`config.mk`:
```
export PLATFORM = sky130hd
export DESIGN_NAME = instr_fetch_unit
export DESIGN_NICKNAME = d
export VERILOG_FILES = /design/src/rtl/instr_fetch_unit.sv
export SDC_FILE = /design/constraint.sdc
export NUM_CORES = 1
export LEC_CHECK = 0
export CAP_MARGIN = 20
export CORE_AREA = 8 8 183 185
export CTS_CLUSTER_SIZE = 30
export DETAILED_ROUTE_END_ITERATION = 10
export DIE_AREA = 0 0 191 193
export REMOVE_ABC_BUFFERS = 1
export SYNTH_ARGS = -nofsm -noshare
export SYNTH_HDL_FRONTEND = slang
export SYNTH_SLANG_ARGS = --single-unit
export TNS_END_PERCENT = 30
```
`constraint.sdc`:
```
create_clock -name clk_i -period 2.8 [get_ports clk_i]
set_input_delay 0.28 -clock clk_i [delete_from_list [all_inputs] [get_ports clk_i]]
set_output_delay 0.28 -clock clk_i [all_outputs]
set_load 0.01 [all_outputs]
```
`src/rtl/instr_fetch_unit.sv`:
```
// Fetch front end: owns the PC, issues req/gnt/rvalid word fetches and buffers responses for the decoder.
// Optional macro IFU_MISALIGN_CHECK_EN adds misalign_o, pulsed when a redirect target is not word aligned.
module instr_fetch_unit #(
  parameter logic [31:0] BOOT_ADDR  = 32'h0000_0000,
  parameter int unsigned FIFO_DEPTH = 2
) (
  input  logic        clk_i,
  input  logic        rst_ni,
  input  logic        fetch_en_i,
  output logic        instr_req_o,
  output logic [31:0] instr_addr_o,
  input  logic        instr_gnt_i,
  input  logic        instr_rvalid_i,
  input  logic [31:0] instr_rdata_i,
  output logic        instr_valid_o,
  output logic [31:0] instr_o,
  output logic [31:0] instr_pc_o,
  input  logic        instr_ready_i,
  input  logic        pc_mux_i,
  input  logic [31:0] jump_target_i
`ifdef IFU_MISALIGN_CHECK_EN
  ,
  output logic        misalign_o
`endif
);

  localparam int unsigned PTR_W = $clog2(FIFO_DEPTH);
  localparam int unsigned CNT_W = PTR_W + 1;
  localparam logic [CNT_W-1:0] DEPTH = CNT_W'(FIFO_DEPTH);

  typedef enum logic {IDLE, RUN} state_e;

  state_e           state_q, state_d;
  logic [31:0]      fetch_pc_q, fetch_pc_d;
  logic [31:0]      resp_pc_q, resp_pc_d;
  logic [CNT_W-1:0] outst_q, outst_d;
  logic [CNT_W-1:0] disc_q, disc_d;
  logic [CNT_W-1:0] cnt_q, cnt_d;
  logic [PTR_W-1:0] rd_ptr_q, rd_ptr_d;
  logic [PTR_W-1:0] wr_ptr_q, wr_ptr_d;
  logic             pend_q, pend_d;
  logic [31:0]      fdata_q [FIFO_DEPTH];
  logic [31:0]      fdata_d [FIFO_DEPTH];
  logic [31:0]      fpc_q   [FIFO_DEPTH];
  logic [31:0]      fpc_d   [FIFO_DEPTH];

  logic [31:0]      target;
  logic [CNT_W-1:0] inflight;
  logic             req, grant, drop, push, pop;

  assign target   = {jump_target_i[31:2], 2'b00};
  assign inflight = outst_q + cnt_q;
  // pend_q keeps an un-granted request alive even after fetch_en_i drops
  assign req      = (state_q == RUN) && (fetch_en_i || pend_q) && (inflight < DEPTH);
  assign grant    = req && instr_gnt_i;
  assign drop     = instr_rvalid_i && (pc_mux_i || (disc_q != '0));
  assign push     = instr_rvalid_i && !drop;
  assign pop      = (cnt_q != '0) && instr_ready_i;

  always_comb begin
    state_d = state_q;
    case (state_q)
      IDLE: if (fetch_en_i) state_d = RUN;
      RUN: begin
        if (!fetch_en_i && (pc_mux_i || !(req && !instr_gnt_i))) state_d = IDLE;
      end
      default: state_d = IDLE;
    endcase
  end

  always_comb begin
    fetch_pc_d = fetch_pc_q;
    resp_pc_d  = resp_pc_q;
    outst_d    = outst_q + CNT_W'(grant) - CNT_W'(instr_rvalid_i);
    disc_d     = disc_q;
    rd_ptr_d   = rd_ptr_q;
    wr_ptr_d   = wr_ptr_q;
    fdata_d    = fdata_q;
    fpc_d      = fpc_q;
    pend_d     = req && !instr_gnt_i;
    cnt_d      = cnt_q + CNT_W'(push) - CNT_W'(pop);

    if (grant) fetch_pc_d = fetch_pc_q + 32'd4;
    if (push) begin
      fdata_d[wr_ptr_q] = instr_rdata_i;
      fpc_d[wr_ptr_q]   = resp_pc_q;
      wr_ptr_d          = wr_ptr_q + 1'b1;
      resp_pc_d         = resp_pc_q + 32'd4;
    end
    if (instr_rvalid_i && (disc_q != '0)) disc_d = disc_q - 1'b1;
    if (pop) rd_ptr_d = rd_ptr_q + 1'b1;

    // Redirect: everything still in flight (including a same-cycle grant) becomes stale
    if (pc_mux_i) begin
      fetch_pc_d = target;
      resp_pc_d  = target;
      disc_d     = outst_d;
      cnt_d      = '0;
      rd_ptr_d   = wr_ptr_q;
    end
  end

  always_ff @(posedge clk_i or negedge rst_ni) begin
    if (!rst_ni) begin
      state_q    <= IDLE;
      fetch_pc_q <= BOOT_ADDR;
      resp_pc_q  <= BOOT_ADDR;
      outst_q    <= '0;
      disc_q     <= '0;
      cnt_q      <= '0;
      rd_ptr_q   <= '0;
      wr_ptr_q   <= '0;
      pend_q     <= 1'b0;
      for (int i = 0; i < FIFO_DEPTH; i++) begin
        fdata_q[i] <= '0;
        fpc_q[i]   <= BOOT_ADDR;
      end
    end else begin
      state_q    <= state_d;
      fetch_pc_q <= fetch_pc_d;
      resp_pc_q  <= resp_pc_d;
      outst_q    <= outst_d;
      disc_q     <= disc_d;
      cnt_q      <= cnt_d;
      rd_ptr_q   <= rd_ptr_d;
      wr_ptr_q   <= wr_ptr_d;
      pend_q     <= pend_d;
      fdata_q    <= fdata_d;
      fpc_q      <= fpc_d;
    end
  end

  assign instr_req_o   = req;
  assign instr_addr_o  = fetch_pc_q;
  assign instr_valid_o = (cnt_q != '0);
  assign instr_o       = fdata_q[rd_ptr_q];
  assign instr_pc_o    = fpc_q[rd_ptr_q];

`ifdef IFU_MISALIGN_CHECK_EN
  logic misalign_q, misalign_d;

  assign misalign_d = pc_mux_i && (jump_target_i[1:0] != 2'b00);

  always_ff @(posedge clk_i or negedge rst_ni) begin
    if (!rst_ni) misalign_q <= 1'b0;
    else         misalign_q <= misalign_d;
  end

  assign misalign_o = misalign_q;
`else
  logic unused_tgt_lsb;
  assign unused_tgt_lsb = ^jump_target_i[1:0];
`endif

endmodule
```
Word-level counts from Yosys, hierarchy flattened --
Index checks and enable logic that the tools add are counted.
Word-level totals: register bits after elaboration 202, latch bits 0, bits in writable memories 0, ROM bits 0, input port bits 71, output and inout bits 98, memories kept 0
Operators by class: $add $sub $neg 10, multipliers 0, divide/modulo/power cells 0, order comparisons 4, equality and inequality tests 0, shift-type cells 0, muxes and demuxes 22, bitwise gates (word level) 3, reduce and logical (&&, ||, !) cells 23
Operator list (count):
- 2-to-1 mux 32 bit | 11
- bitwise mux 64 bit | 2
- adder 32 x 3 -> 32 bit, second input constant | 2
- demux 32 bit (select 1 bit) | 1
- nonzero test 2 bit | 6
- logical AND 1 bit | 10
- 2-to-1 mux 2 bit | 3
- adder 2 x 1 -> 2 bit | 2
- greater-or-equal comparator 2 bit, second input constant | 2
- logical NOT 1 bit | 4
- 2-to-1 mux 1 bit | 4
- inverter 1 -> 2 bit | 2
- subtractor 2 x 1 -> 2 bit | 2
- logical OR 1 bit | 3
- adder 1 bit, second input constant | 2
- adder 2 bit | 1
- less-than comparator 2 x 1 -> 1 bit, second input constant | 1
- less-than comparator 2 bit, second input constant | 1
- case mux 1 bit (2 select lines) | 1
- subtractor 2 x 1 -> 2 bit, second input constant | 1
- inverter 1 bit | 1

Logic depth before layout (Yosys ltp) --
word-level depth 9, gate-level depth with buffers 11

Worst setup path after synthesis --
No wires, ideal clock.
kind flip-flop to flip-flop, from register outst_q[1], to register disc_q[1], arrival 2.096 ns, required time 2.664 ns, setup slack 0.568 ns, stages on the path, launching flop included 12, buffers on the path 1, cell sequence dfrtp_1 xor2_1 xor2_1 buf_4 o2111ai_1 ha_1 inv_1 ha_1 xnor2_1 xnor2_1 nand2_1 o21ai_0
Between the ends: cells in the longest elaborated chain, start to end 7
RTL lines:
- start: declaration | RTL line 36 | logic [CNT_W-1:0] outst_q, outst_d;
- start signal: assignment | RTL line 122 | outst_q <= outst_d;
- adder 2 bit | RTL line 52 | assign inflight = outst_q + cnt_q;
- less-than comparator 2 bit | RTL line 54 | assign req = (state_q == RUN) && (fetch_en_i || pend_q) && (inflight < DEPTH);
- logical AND 1 bit | RTL line 54
- logical AND 1 bit | RTL line 55 | assign grant = req && instr_gnt_i;
- adder 2 x 1 -> 2 bit (*) | RTL line 74 | outst_d = outst_q + CNT_W'(grant) - CNT_W'(instr_rvalid_i);
- subtractor 2 x 1 -> 2 bit (*) | RTL line 74
- named net outst_d[1] | RTL line 36
- 2-to-1 mux 2 bit (*) | RTL line 94 | if (pc_mux_i) begin
- end signal: assignment | RTL line 123 | disc_q <= disc_d;
- end: declaration | RTL line 37 | logic [CNT_W-1:0] disc_q, disc_d;
The timed path passes the listed nets; every way through them passes the cells marked *. A chain may end at the register's enable or synchronous reset.

Final worst setup path --
from register rd_ptr_q, to output port instr_o[8]
Between the ends: cells in the longest elaborated chain, start to end 4
RTL lines:
- start: declaration | RTL line 39 | logic [PTR_W-1:0] rd_ptr_q, rd_ptr_d;
- start signal: assignment | RTL line 125 | rd_ptr_q <= rd_ptr_d;
- inverter 1 -> 2 bit (implied by the code) | RTL line 136 | assign instr_o = fdata_q[rd_ptr_q];
- 2-to-1 mux 32 bit (implied by the code) (3 in a row) | RTL line 136
- end: declaration | RTL line 16 | output logic [31:0] instr_o,
Every way passes these cells. The select of a mux whose other input is x is not followed.

==> out/results.tsv <==
stage	metric	value	unit
timing	worst_slew_pin_slew	0.543	ns
clocking	cts-htree-levels	4	
logic_synthesis	yosysUniqueCellTypes	50	
logic_synthesis	avgSynthCellArea	12.5	sq um
power	p_per_area	985	nW/um^2
timing	max_slew_margin	63.5	%
routing	wirelength	24.3	mm
logic_synthesis	yosysWarnings	0	
routing	wire_per_inst	18.4	microns
routing	via_per_inst	4.80	
min_path	min_path_type	input pin to asynchronous set/reset pin	
clocking	path_clk_slew	0.08	ns
global_route	grt_start_max_net_pins	63	
finish	fin_util	39.4	%
logic_synthesis	synth_xor_area_share	4.13	%
timing	fin_crit	2.67	ns
logic_synthesis	yosys.area.top_type	dfrtp_1	
timing	fin_worst_hold_slack	0.389	ns
clocking	clock-sinks	194	
setup_path	crit_arrival	2.39	ns
clocking	clk_latency	0.43	ns
die	num_io_pins	169	
setup_path	crit_type	register to output port	
timing	finalSetupViolCount	0	
die	die_area	36900	sq um
die	start_util	30.3	%
clocking	cts_tree	built	
timing	fin_tns_setup	0	ns
power	switchingPower	3.61	mW
timing	finalHoldViolations	0	
timing	slew_violations	0	
logic_synthesis	yosys.area_share.simple	10.5	%
clocking	post_cts_buffers	0	
finish	drive_above_1_share	29.8	%
logic_synthesis	synth_async_sr_flop_share	100	%
finish	diodes	0	
finish	layout.nets	989	
finish	regArea	4860	sq um
clocking	cts-root-buf	clkbuf_16	
global_route	globalRouteOverflowTotal	0	
placed_design	port_buffers	162	
logic_synthesis	synth_top_area_share	52.0	%
die	die_w	191	microns
die	num_rows	65	
clocking	holdBufCountCts	1	
timing	post-route-period-util	95.4	%
logic_synthesis	synth.area.top_cells	dfrtp_1 (52%), mux2_2 (25%), xnor2_1 (3.1%)	
routing	vias	6364	
setup_path	end_kind	output port	
power	ir_worst_vdd	0.439	mV
clocking	cts_made_buffers	17	
logic_synthesis	synth_ff_type	dfrtp_1	
setup_path	crit_slowest_cell	dfrtp_4	
timing	rsz0062_at_grt	false	
logic_synthesis	syn_inst	748	
finish	final_cells	1326	
timing	fin_worst_skew	0.0172	ns
routing	drc	0	
global_route	grt_pass1_vias	6627	
routing	drt_iter0_drc	242	
power	pwr-share-comb	40.6	%
setup_path	slowest_delay	0.73	ns
global_route	grt_pass1_wl	38.6	mm
finish	multi_input_area	4260	sq um
logic_synthesis	synth_top_family_by_area	multiplexers	
logic_synthesis	synth-edff-count	0	
clocking	clockBufferDepth	2	
flow_run	maxCapViolCount	0	
logic_synthesis	synth_mux_area_share	25.5	%
routing	firstDrtPassIters	4	
die	core_area	30800	sq um
power	p_sw_share	30.2	%
global_route	antenna_found_initial	0	
logic_synthesis	synthAdderAreaFrac	0.938	%
logic_synthesis	ys_ff_latch	194	
finish	final.fill_count	2930	
placed_design	routabilityCongestion	0.746	
global_route	grt_use_total	13.5	%
timing	fmax	374	MHz
placed_design	dpl.hpwl	17.5	mm
power	power_frac_seq	37.8	%
status	outcome	completed	
power	internal_power	8.35	mW
setup_path	cp_data_required_time	2.52	ns
setup_path	crit_fanout	22	
setup_path	cp-start-kind	register	
finish	area_delta_synth_final	30.0	%
setup_path	path_cells	buf_4, mux2_2, clkdlybuf4s50_1	
logic_synthesis	syn_area	9340	sq um
routing	ant_nets	0	
power	p_leak	4.91	nW
logic_synthesis	yosysSeqAreaShare	52.0	%
logic_synthesis	synth_compound_area_share	4.29	%
die	dieHeight	193	microns
clocking	postCtsResizedCells	0	
placed_design	place_inst	1293	
power	pwr-share-clk	21.6	%
[synth_stat cells (3+ instances only)]
master       n
a211oi_1     5
a21oi_1     10
a31oi_1     11
and2_1       4
and3_1      11
and4_1       6
buf_1       11
buf_2       13
buf_4        7
clkbuf_1    10
dfrtp_1    194
ha_1         7
inv_1       14
mux2_2     207
mux2i_1      5
nand2_1     33
nand2b_1     5
nand3_1     19
nand4_1     15
nor2_1      31
nor2b_1      4
nor3_1       7
nor3_2       3
nor3b_1      4
nor4_1       7
nor4b_1      3
o21ai_0     16
o2bb2ai_1    3
o31a_1       3
or3_1       11
xnor2_1     33
xor2_1      11
[placed cells by master, fill, tap and decap left out, drive strengths merged, types with 5 or more instances in the layout]
master / count
clkbuf: 21
nor3: 10
nor4: 8
o21ai: 17
inv: 15
nand2: 35
mux2: 207
a21oi: 10
dfrtp: 194
a31oi: 11
clkdlybuf4s50: 161
nand3: 21
or3: 11
nor2: 31
a211oi: 5
xnor2: 33
and4: 6
buf: 19
nand2b: 5
ha: 7
nand4: 17
mux2i: 5
and3: 11
xor2: 11
[power groups by stage]
stage / logic [mW] / clock network [mW] / registers [mW]
final: 4.86 / 2.58 / 4.52
after global routing: 5.26 / 2.78 / 4.68
after global placement: 4.93 / 0 / 4.53
after CTS: 4.99 / 2.68 / 4.53
after floorplan: 2.69 / 0 / 4.43
after detailed placement: 4.96 / 0 / 4.58
[cells by family after synthesis]
logic type | after synthesis
and+or+nand+nor | 174
AOI/OAI and AO/OA | 61
buffers and inverters | 55
xor gates and xnor gates | 44
adders and majority gates | 7
DFF | 194
other | 1
muxes | 212
[metrics by stage]
stage / cell area (sq um) / setup WS [ns] / power, mW
3_3_place_gp: 11500 / 0.469 / 9.45
4_1_cts: 12100 / 0.0783 / 12.2
2_1_floorplan: 9160 / -2.19 / 7.12
6_report: 12100 / 0.127 / 12.0
3_5_place_dp: 11500 / 0.398 / 9.54
5_1_grt: 12100 / 0.0303 / 12.7
[registers in the layout, summed over array words and instances, names as in the netlist]
signal        cells
resp_pc_q        30
outst_q           2
pend_q            1
cnt_q             2
wr_ptr_q          1
state_q           1
instr_addr_o     30
fdata_q          64
disc_q            2
fpc_q            60
rd_ptr_q          1
[layer usage]
metal / global-route usage, % / share of wire (%)
met3: 4.17 / 6.2
met5: 0 / 0
met4: 3.07 / 0.75
met2: 21.7 / 48
met1: 17.5 / 45
[critical path: cells and delay by family (launching register included)]
family	cells	cell delay, ns
buf+inv	2	0.84
mux	1	0.37
flops	1	0.73
[area by class of cell]
class | instances | share of cell area, %
flip-flops and latches | 194 | 40.0
repair buffers | 182 | 15.3
clock inverters | 12 | 1.50
well taps | 402 | 4.14
inverters | 14 | 0.433
multi-input cells | 502 | 35.1
clock buffers | 20 | 3.60
[worst paths after layout]
kind / startpoint / end / slack [ns] / depth (start not counted)
setup reg to reg: cnt_q[1]$_DFF_PN0_ / disc_q[1]$_DFFE_PN0P_ / 0.48 / 10
setup / recovery: rd_ptr_q$_DFFE_PN0P_ / instr_o[8] / 0.13 / 3
hold reg to reg: fpc_q[8]$_DFFE_PN0P_ / fpc_q[8]$_DFFE_PN0P_ / 0.48 / 2
hold / removal: rst_ni / fdata_q[11]$_DFFE_PN0P_ / 0.39 / 2
min in group clk_i: jump_target_i[4] / resp_pc_q[4]$_DFFE_PN0P_ / 0.45 / 3
max in group asynchronous: rst_ni / fdata_q[53]$_DFFE_PN0P_ / 1.60 / 3
(Power assumes the default switching activity.)
